File: src/rtl/pending_dispatch_pkg.sv
// Shared constants, FSM encoding and the one-hot to binary encoder
// used by the pending_dispatch request dispatcher.
package pending_dispatch_pkg;

   localparam int WIDTH = 16;
   localparam int IDX_W = 4;

   typedef enum logic {
      ST_IDLE  = 1'b0,
      ST_OFFER = 1'b1
   } state_t;

   // Encode a one-hot (or all-zero) vector into its binary bit position.
   // An all-zero input yields 0.
   function automatic logic [IDX_W-1:0] onehot_to_index(input logic [WIDTH-1:0] oh);
      logic [IDX_W-1:0] idx;
      idx = '0;
      for (int i = 0; i < WIDTH; i++) begin
         if (oh[i]) begin
            idx = idx | IDX_W'(i);
         end
      end
      return idx;
   endfunction

endpackage

File: src/rtl/first_bit.sv
// Lowest-set-bit isolator: gnt has exactly the lowest set bit of req,
// or is all zero when req is zero.
module first_bit
   import pending_dispatch_pkg::*;
(
   input  logic [WIDTH-1:0] req,
   output logic [WIDTH-1:0] gnt
);

   // seen[i] is high when any bit below position i is set
   logic [WIDTH-1:0] seen;

   assign seen[0] = 1'b0;
   assign gnt[0]  = req[0];

   generate
      for (genvar gi = 1; gi < WIDTH; gi++) begin : g_chain
         assign seen[gi] = seen[gi-1] | req[gi-1];
         assign gnt[gi]  = req[gi] & ~seen[gi];
      end
   endgenerate

endmodule

File: src/rtl/pending_dispatch.sv
// Request capture and dispatch: edge-detects request lines into a sticky
// pending register, picks the lowest eligible bit and offers it over a
// valid/ready handshake, clearing the pending bit once it is accepted.
module pending_dispatch
   import pending_dispatch_pkg::*;
(
   input  logic              clk,
   input  logic              rst,
   input  logic [WIDTH-1:0]  event_in,
   input  logic [WIDTH-1:0]  mask,
   input  logic              clear_all,
   input  logic              irq_ready,
   output logic              irq_valid,
   output logic [WIDTH-1:0]  irq_onehot,
   output logic [IDX_W-1:0]  irq_index,
   output logic [WIDTH-1:0]  pending,
   output logic [WIDTH-1:0]  overflow
);

   state_t            state_q,    state_d;
   logic [WIDTH-1:0]  pending_q,  pending_d;
   logic [WIDTH-1:0]  event_d_q,  event_d_d;
   logic [WIDTH-1:0]  overflow_q, overflow_d;
   logic              valid_q,    valid_d;
   logic [WIDTH-1:0]  onehot_q,   onehot_d;
   logic [IDX_W-1:0]  index_q,    index_d;

   logic [WIDTH-1:0]  rise;
   logic [WIDTH-1:0]  acc;
   logic [WIDTH-1:0]  eligible;
   logic [WIDTH-1:0]  winner;

   assign eligible = pending_q & mask;

   first_bit u_first_bit (
      .req (eligible),
      .gnt (winner)
   );

   // Next-state logic: edge capture, pending/overflow update and offer FSM.
   // clear_all overrides rises and ends any offer; a handshake in that
   // cycle is treated as done since the bit is flushed anyway.
   always_comb begin
      rise       = event_in & ~event_d_q;
      acc        = (valid_q && irq_ready) ? onehot_q : '0;
      event_d_d  = event_in;
      pending_d  = (pending_q & ~acc) | rise;
      overflow_d = rise & pending_q & ~acc;
      state_d    = state_q;
      valid_d    = valid_q;
      onehot_d   = onehot_q;
      index_d    = index_q;

      unique case (state_q)
         ST_IDLE: begin
            if (eligible != '0) begin
               valid_d  = 1'b1;
               onehot_d = winner;
               index_d  = onehot_to_index(winner);
               state_d  = ST_OFFER;
            end else begin
               valid_d  = 1'b0;
               onehot_d = '0;
               index_d  = '0;
            end
         end
         ST_OFFER: begin
            // The offer is frozen until taken; mask changes and new rises
            // only affect the next selection.
            if (irq_ready) begin
               valid_d  = 1'b0;
               onehot_d = '0;
               index_d  = '0;
               state_d  = ST_IDLE;
            end
         end
         default: begin
            valid_d  = 1'b0;
            onehot_d = '0;
            index_d  = '0;
            state_d  = ST_IDLE;
         end
      endcase

      if (clear_all) begin
         pending_d  = '0;
         overflow_d = '0;
         valid_d    = 1'b0;
         onehot_d   = '0;
         index_d    = '0;
         state_d    = ST_IDLE;
      end
   end

   // State registers with synchronous reset.
   always_ff @(posedge clk) begin
      if (rst) begin
         state_q    <= ST_IDLE;
         pending_q  <= '0;
         event_d_q  <= '0;
         overflow_q <= '0;
         valid_q    <= 1'b0;
         onehot_q   <= '0;
         index_q    <= '0;
      end else begin
         state_q    <= state_d;
         pending_q  <= pending_d;
         event_d_q  <= event_d_d;
         overflow_q <= overflow_d;
         valid_q    <= valid_d;
         onehot_q   <= onehot_d;
         index_q    <= index_d;
      end
   end

   assign irq_valid  = valid_q;
   assign irq_onehot = onehot_q;
   assign irq_index  = index_q;
   assign pending    = pending_q;
   assign overflow   = overflow_q;

endmodule

File: config.mk
export PLATFORM = sky130hd
export DESIGN_NAME = pending_dispatch
export DESIGN_NICKNAME = d
export VERILOG_FILES = /design/src/rtl/pending_dispatch_pkg.sv /design/src/rtl/first_bit.sv /design/src/rtl/pending_dispatch.sv
export SDC_FILE = /design/constraint.sdc
export NUM_CORES = 1
export LEC_CHECK = 0
export ABC_AREA = 1
export CAP_MARGIN = 20
export CORE_AREA = 2 2 81 83
export DETAILED_ROUTE_END_ITERATION = 10
export DIE_AREA = 0 0 83 85
export PLACE_DENSITY = 0.79
export SYNTH_ARGS = -nofsm -noshare
export SYNTH_HDL_FRONTEND = slang
export SYNTH_SLANG_ARGS = --single-unit
File: constraint.sdc
create_clock -name clk -period 1.4 [get_ports clk]
set_input_delay 0.28 -clock clk [delete_from_list [all_inputs] [get_ports clk]]
set_output_delay 0.28 -clock clk [all_outputs]
set_load 0.02 [all_outputs]
==> results_tabular.tex <==
\begin{tabular}{lr}
\hline
Metric & Value \\
\hline
\multicolumn{2}{l}{\textbf{Run status}} \\
\quad Status & finished with violations \\
\quad Failing checks & negative setup slack \\
\multicolumn{2}{l}{\textbf{STA}} \\
\quad Fin crit period & 1.46 ns \\
\quad Max-slew headroom at the worst pin & 79.1\% \\
\quad Setup skew after layout & roughly 0.0091 ns \\
\quad Hold WS & $\sim$0.40 ns \\
\quad Count of final hold-check violations & 0 \\
\quad Transition time at the pin with the least slew margin & 0.312 ns \\
\quad Final count of negative-setup-slack endpoints & 3 \\
\quad Final number of max-transition violations & 0 \\
\quad Unrepaired setup endpoints after global routing & true \\
\quad Final clock period utilization by the worst path & 104\% \\
\quad Min setup slack post-route & -0.0592 ns \\
\quad TNS Setup & -0.0764 ns \\
\quad Highest attainable clock frequency & 685 MHz \\
\multicolumn{2}{l}{\textbf{Placed design}} \\
\quad Post-DP HPWL & $\sim$5.2 mm \\
\quad Number of port buffers & 88 \\
\quad Placer Congestion & around 0.85 \\
\multicolumn{2}{l}{\textbf{Run}} \\
\quad Number of violations of the max-capacitance limit & 0 \\
\multicolumn{2}{l}{\textbf{Routing}} \\
\quad Number of vias after detailed routing & roughly 2800 \\
\quad Number of routed nets with antenna violations & 0 \\
\quad Total wire length & 7.19 mm \\
\quad Drt first-iter violations & 128 \\
\quad Wire length per cell after detailed routing & roughly 12 microns \\
\quad Total DRC errors in the routed layout & 0 \\
\quad Vias per cell & 4.77 \\
\quad Pre-antenna DRT Iters & 4 \\
\multicolumn{2}{l}{\textbf{Synth}} \\
\quad Net count of the mapped netlist & roughly 410 \\
\quad Area of the mapped netlist & $\sim$2700 sq um \\
\quad Number of instances in the synthesized netlist & between 300 and 400 \\
\quad Total number of yosys warnings & 0 \\
\quad Fraction of the yosys area taken by sequential cells & about half \\
\quad Number of distinct library cell variants in the gate-level netlist after synthesis & 25 \\
\quad Flip-flop and latch count after synthesis & 70 \\
\quad Post-Syn Area per Cell & approximately 7.4 sq um \\
\multicolumn{2}{l}{\textbf{Setup path}} \\
\quad Data required time of the critical path & between 1.5 and 2 ns \\
\quad Critical Path Start Type & input pin \\
\quad Maximum fanout along the worst path & 8 \\
\quad Data arrival time at the worst-slack endpoint & about 1.7 ns \\
\quad Worst-path cell chain & clkdlybuf4s50\_1, nand2\_2, nand2\_4, nor2\_8, nand2\_4, nor2\_8, nand2\_2, o21ai\_1, o21ai\_2, a21oi\_1 \\
\quad Maximum cell stage delay along the critical path & between 0.4 and 0.5 ns \\
\quad Worst-path cell with the longest stage delay & clkdlybuf4s50\_1 \\
\quad Critical setup path kind & in2reg \\
\quad Endpoint kind of the worst setup timing path & flop \\
\multicolumn{2}{l}{\textbf{Floorplanning}} \\
\quad Area enclosed by the die boundary & $\sim$7000 sq um \\
\quad Core outline area & between 6000 and 7000 sq um \\
\quad Placement row count & 29 \\
\quad Top-level I/O count & 89 \\
\quad Die outline width & around 83 microns \\
\quad Die Y & around 85 microns \\
\quad Starting utilization of the core area & between 40 and 50\% \\
\multicolumn{2}{l}{\textbf{Global routing}} \\
\quad Total global-route track usage & between 20\% and 30\% \\
\quad Vias in the first global route & between 2000 and 3000 \\
\quad Wire length of the first global-routing pass & roughly 12 mm \\
\quad Initial antenna violation count & 0 \\
\quad GRT Residual Overflow & 0 \\
\quad Maximum number of pins on one net before global-route repair & 19 \\
\multicolumn{2}{l}{\textbf{Power}} \\
\quad Leakage & 2.10 nW \\
\quad IR drop worst, VDD & 0.857 mV \\
\quad Power Density & $\sim$1000 nW/um\^{}2 \\
\multicolumn{2}{l}{\textbf{Clock network}} \\
\quad Hold-fix buffers, CTS & 0 \\
\quad Clk pin slew, worst setup/hold paths & approximately 0.07 ns \\
\quad Buffer cell driving the clock tree root & clkbuf\_8 \\
\quad Clock buffers created by TritonCTS & 9 \\
\quad Number of levels in the clock H-tree & 3 \\
\quad Clock insertion delay at the later pin of the skew report & between 0.3 and 0.4 ns \\
\quad Clock tree from TritonCTS & done \\
\quad Clock sink total & 70 \\
\quad Maximum clock insertion buffer count & 2 \\
\multicolumn{2}{l}{\textbf{Cells and area}} \\
\quad Fraction of final layout cells sized beyond drive strength 1 & roughly 21\% \\
\quad Number of inserted filler cells in the final layout & $\sim$530 \\
\quad Antenna diode instance count & 0 \\
\quad Count of nets after finishing & 540 \\
\quad Area growth from synthesis to layout & 54.5\% \\
\multicolumn{2}{l}{\textbf{Hold path}} \\
\quad Classification of the worst-slack hold path & in2reg \\
\hline
\end{tabular}
## final timing paths
path,depth (start not counted),slack [ns],from,end
worst min-delay path,3,0.40,mask[4],irq_onehot[4]
worst max-delay path,10,-0.06,mask[2],irq_index[0]
worst max register to register,9,-0.04,pending[2],irq_index[0]
worst min register to register,2,0.48,irq_onehot[12],irq_onehot[12]
## cell usage after synthesis
library cell  instances  area share (%)
a21boi_1              2            0.55
nor3_1                8             1.5
nor2_1               63             8.6
buf_2                 3            0.55
o21ai_1               1            0.18
nand3_1              20             3.6
a21oi_1              27             4.9
nand3b_1              1            0.27
inv_2                 1            0.14
a2bb2oi_1             1            0.32
nor2_2                3            0.68
nand4_2               2            0.91
buf_1                 1            0.14
clkbuf_1              6            0.82
nor2_8                2             1.5
nand2_2               5             1.1
o21ai_0              11             2.0
dfxtp_1              70              51
o21a_1                1            0.27
nand2_1              97              13
nand4_1               6             1.4
nand3_2               1            0.36
nor2_4                1            0.41
inv_1                35             4.8
nand2_4               2            0.82
## final cells by class
class	count	area [sq um]	share of cell area (%)
flip-flops and latches	70	1410	33.1
multi-input cells	255	1290	30.4
repair buffers	132	1160	27.4
inverters	36	135	3.18
clock buffers	10	128	3.01
well taps	77	96.3	2.27
clock inverters	5	27.5	0.648
## power by group
part,internal (W),switching [W]
clock network,0.000620,0.000721
registers,0.00206,0.0000426
logic,0.000338,0.000396
total,0.00302,0.00116
## sequential cells by signal, indices dropped and copies added (netlist names)
register    cells
state_q         1
irq_index       4
irq_onehot     16
irq_valid       1
overflow       16
event_d_q      16
pending        16
## metal layers
metal  vias up  routed length (microns)  track usage (%)
met5         -                        0                0
met4         0                       83             7.60
met3         6                      482             6.61
met2        93                     3400             34.8
met1      1247                     3230             26.0
li1       1442                        -                -
## critical path, delay by kind of cell
| family | cells | cell delay, ns |
|---|---|---|
| and+or+nand+nor | 6 | 0.68 |
| AOI/OAI and AO/OA | 3 | 0.36 |
| buffers and inverters | 1 | 0.42 |
## per-stage QoR
stage	setup slack, ns	power [W]	cell area [sq um]	std cells	util, %
after global routing	-0.156	0.00440	4250	585	68.4
final	-0.0592	0.00418	4250	585	68.4
after global placement	-0.397	0.00280	3990	562	64.3
after floorplan	0.00820	0.00248	2750	370	-
after CTS	-0.0182	0.00414	4150	582	66.9
after detailed placement	-0.434	0.00281	3990	562	64.3
## cell families after synthesis
kind of cell,after synthesis,share of synthesized area (%)
AOI/OAI and AO/OA,43,8.24
buffers and inverters,46,6.42
DFF,70,51.0
and+or+nand+nor,211,34.4
## repair_timing
item	CTS	global route
endpoints found under the setup margin	64	19
setup buffers	5	2
pin swaps	13	10
cloned	0	1
resized for setup	72	34
## cells in the final DEF (no fill, tap or decap), types with 10 or more instances in the layout
| master | count |
|---|---|
| nor2_1 | 58 |
| nand3_1 | 17 |
| clkdlybuf4s50_1 | 31 |
| inv_1 | 34 |
| nand2_2 | 13 |
| buf_4 | 40 |
| dlygate4sd2_1 | 50 |
| nand2_1 | 86 |
| a21oi_1 | 23 |
| o21ai_0 | 10 |
| dfxtp_1 | 66 |
Power figures use the tool's default switching activity.
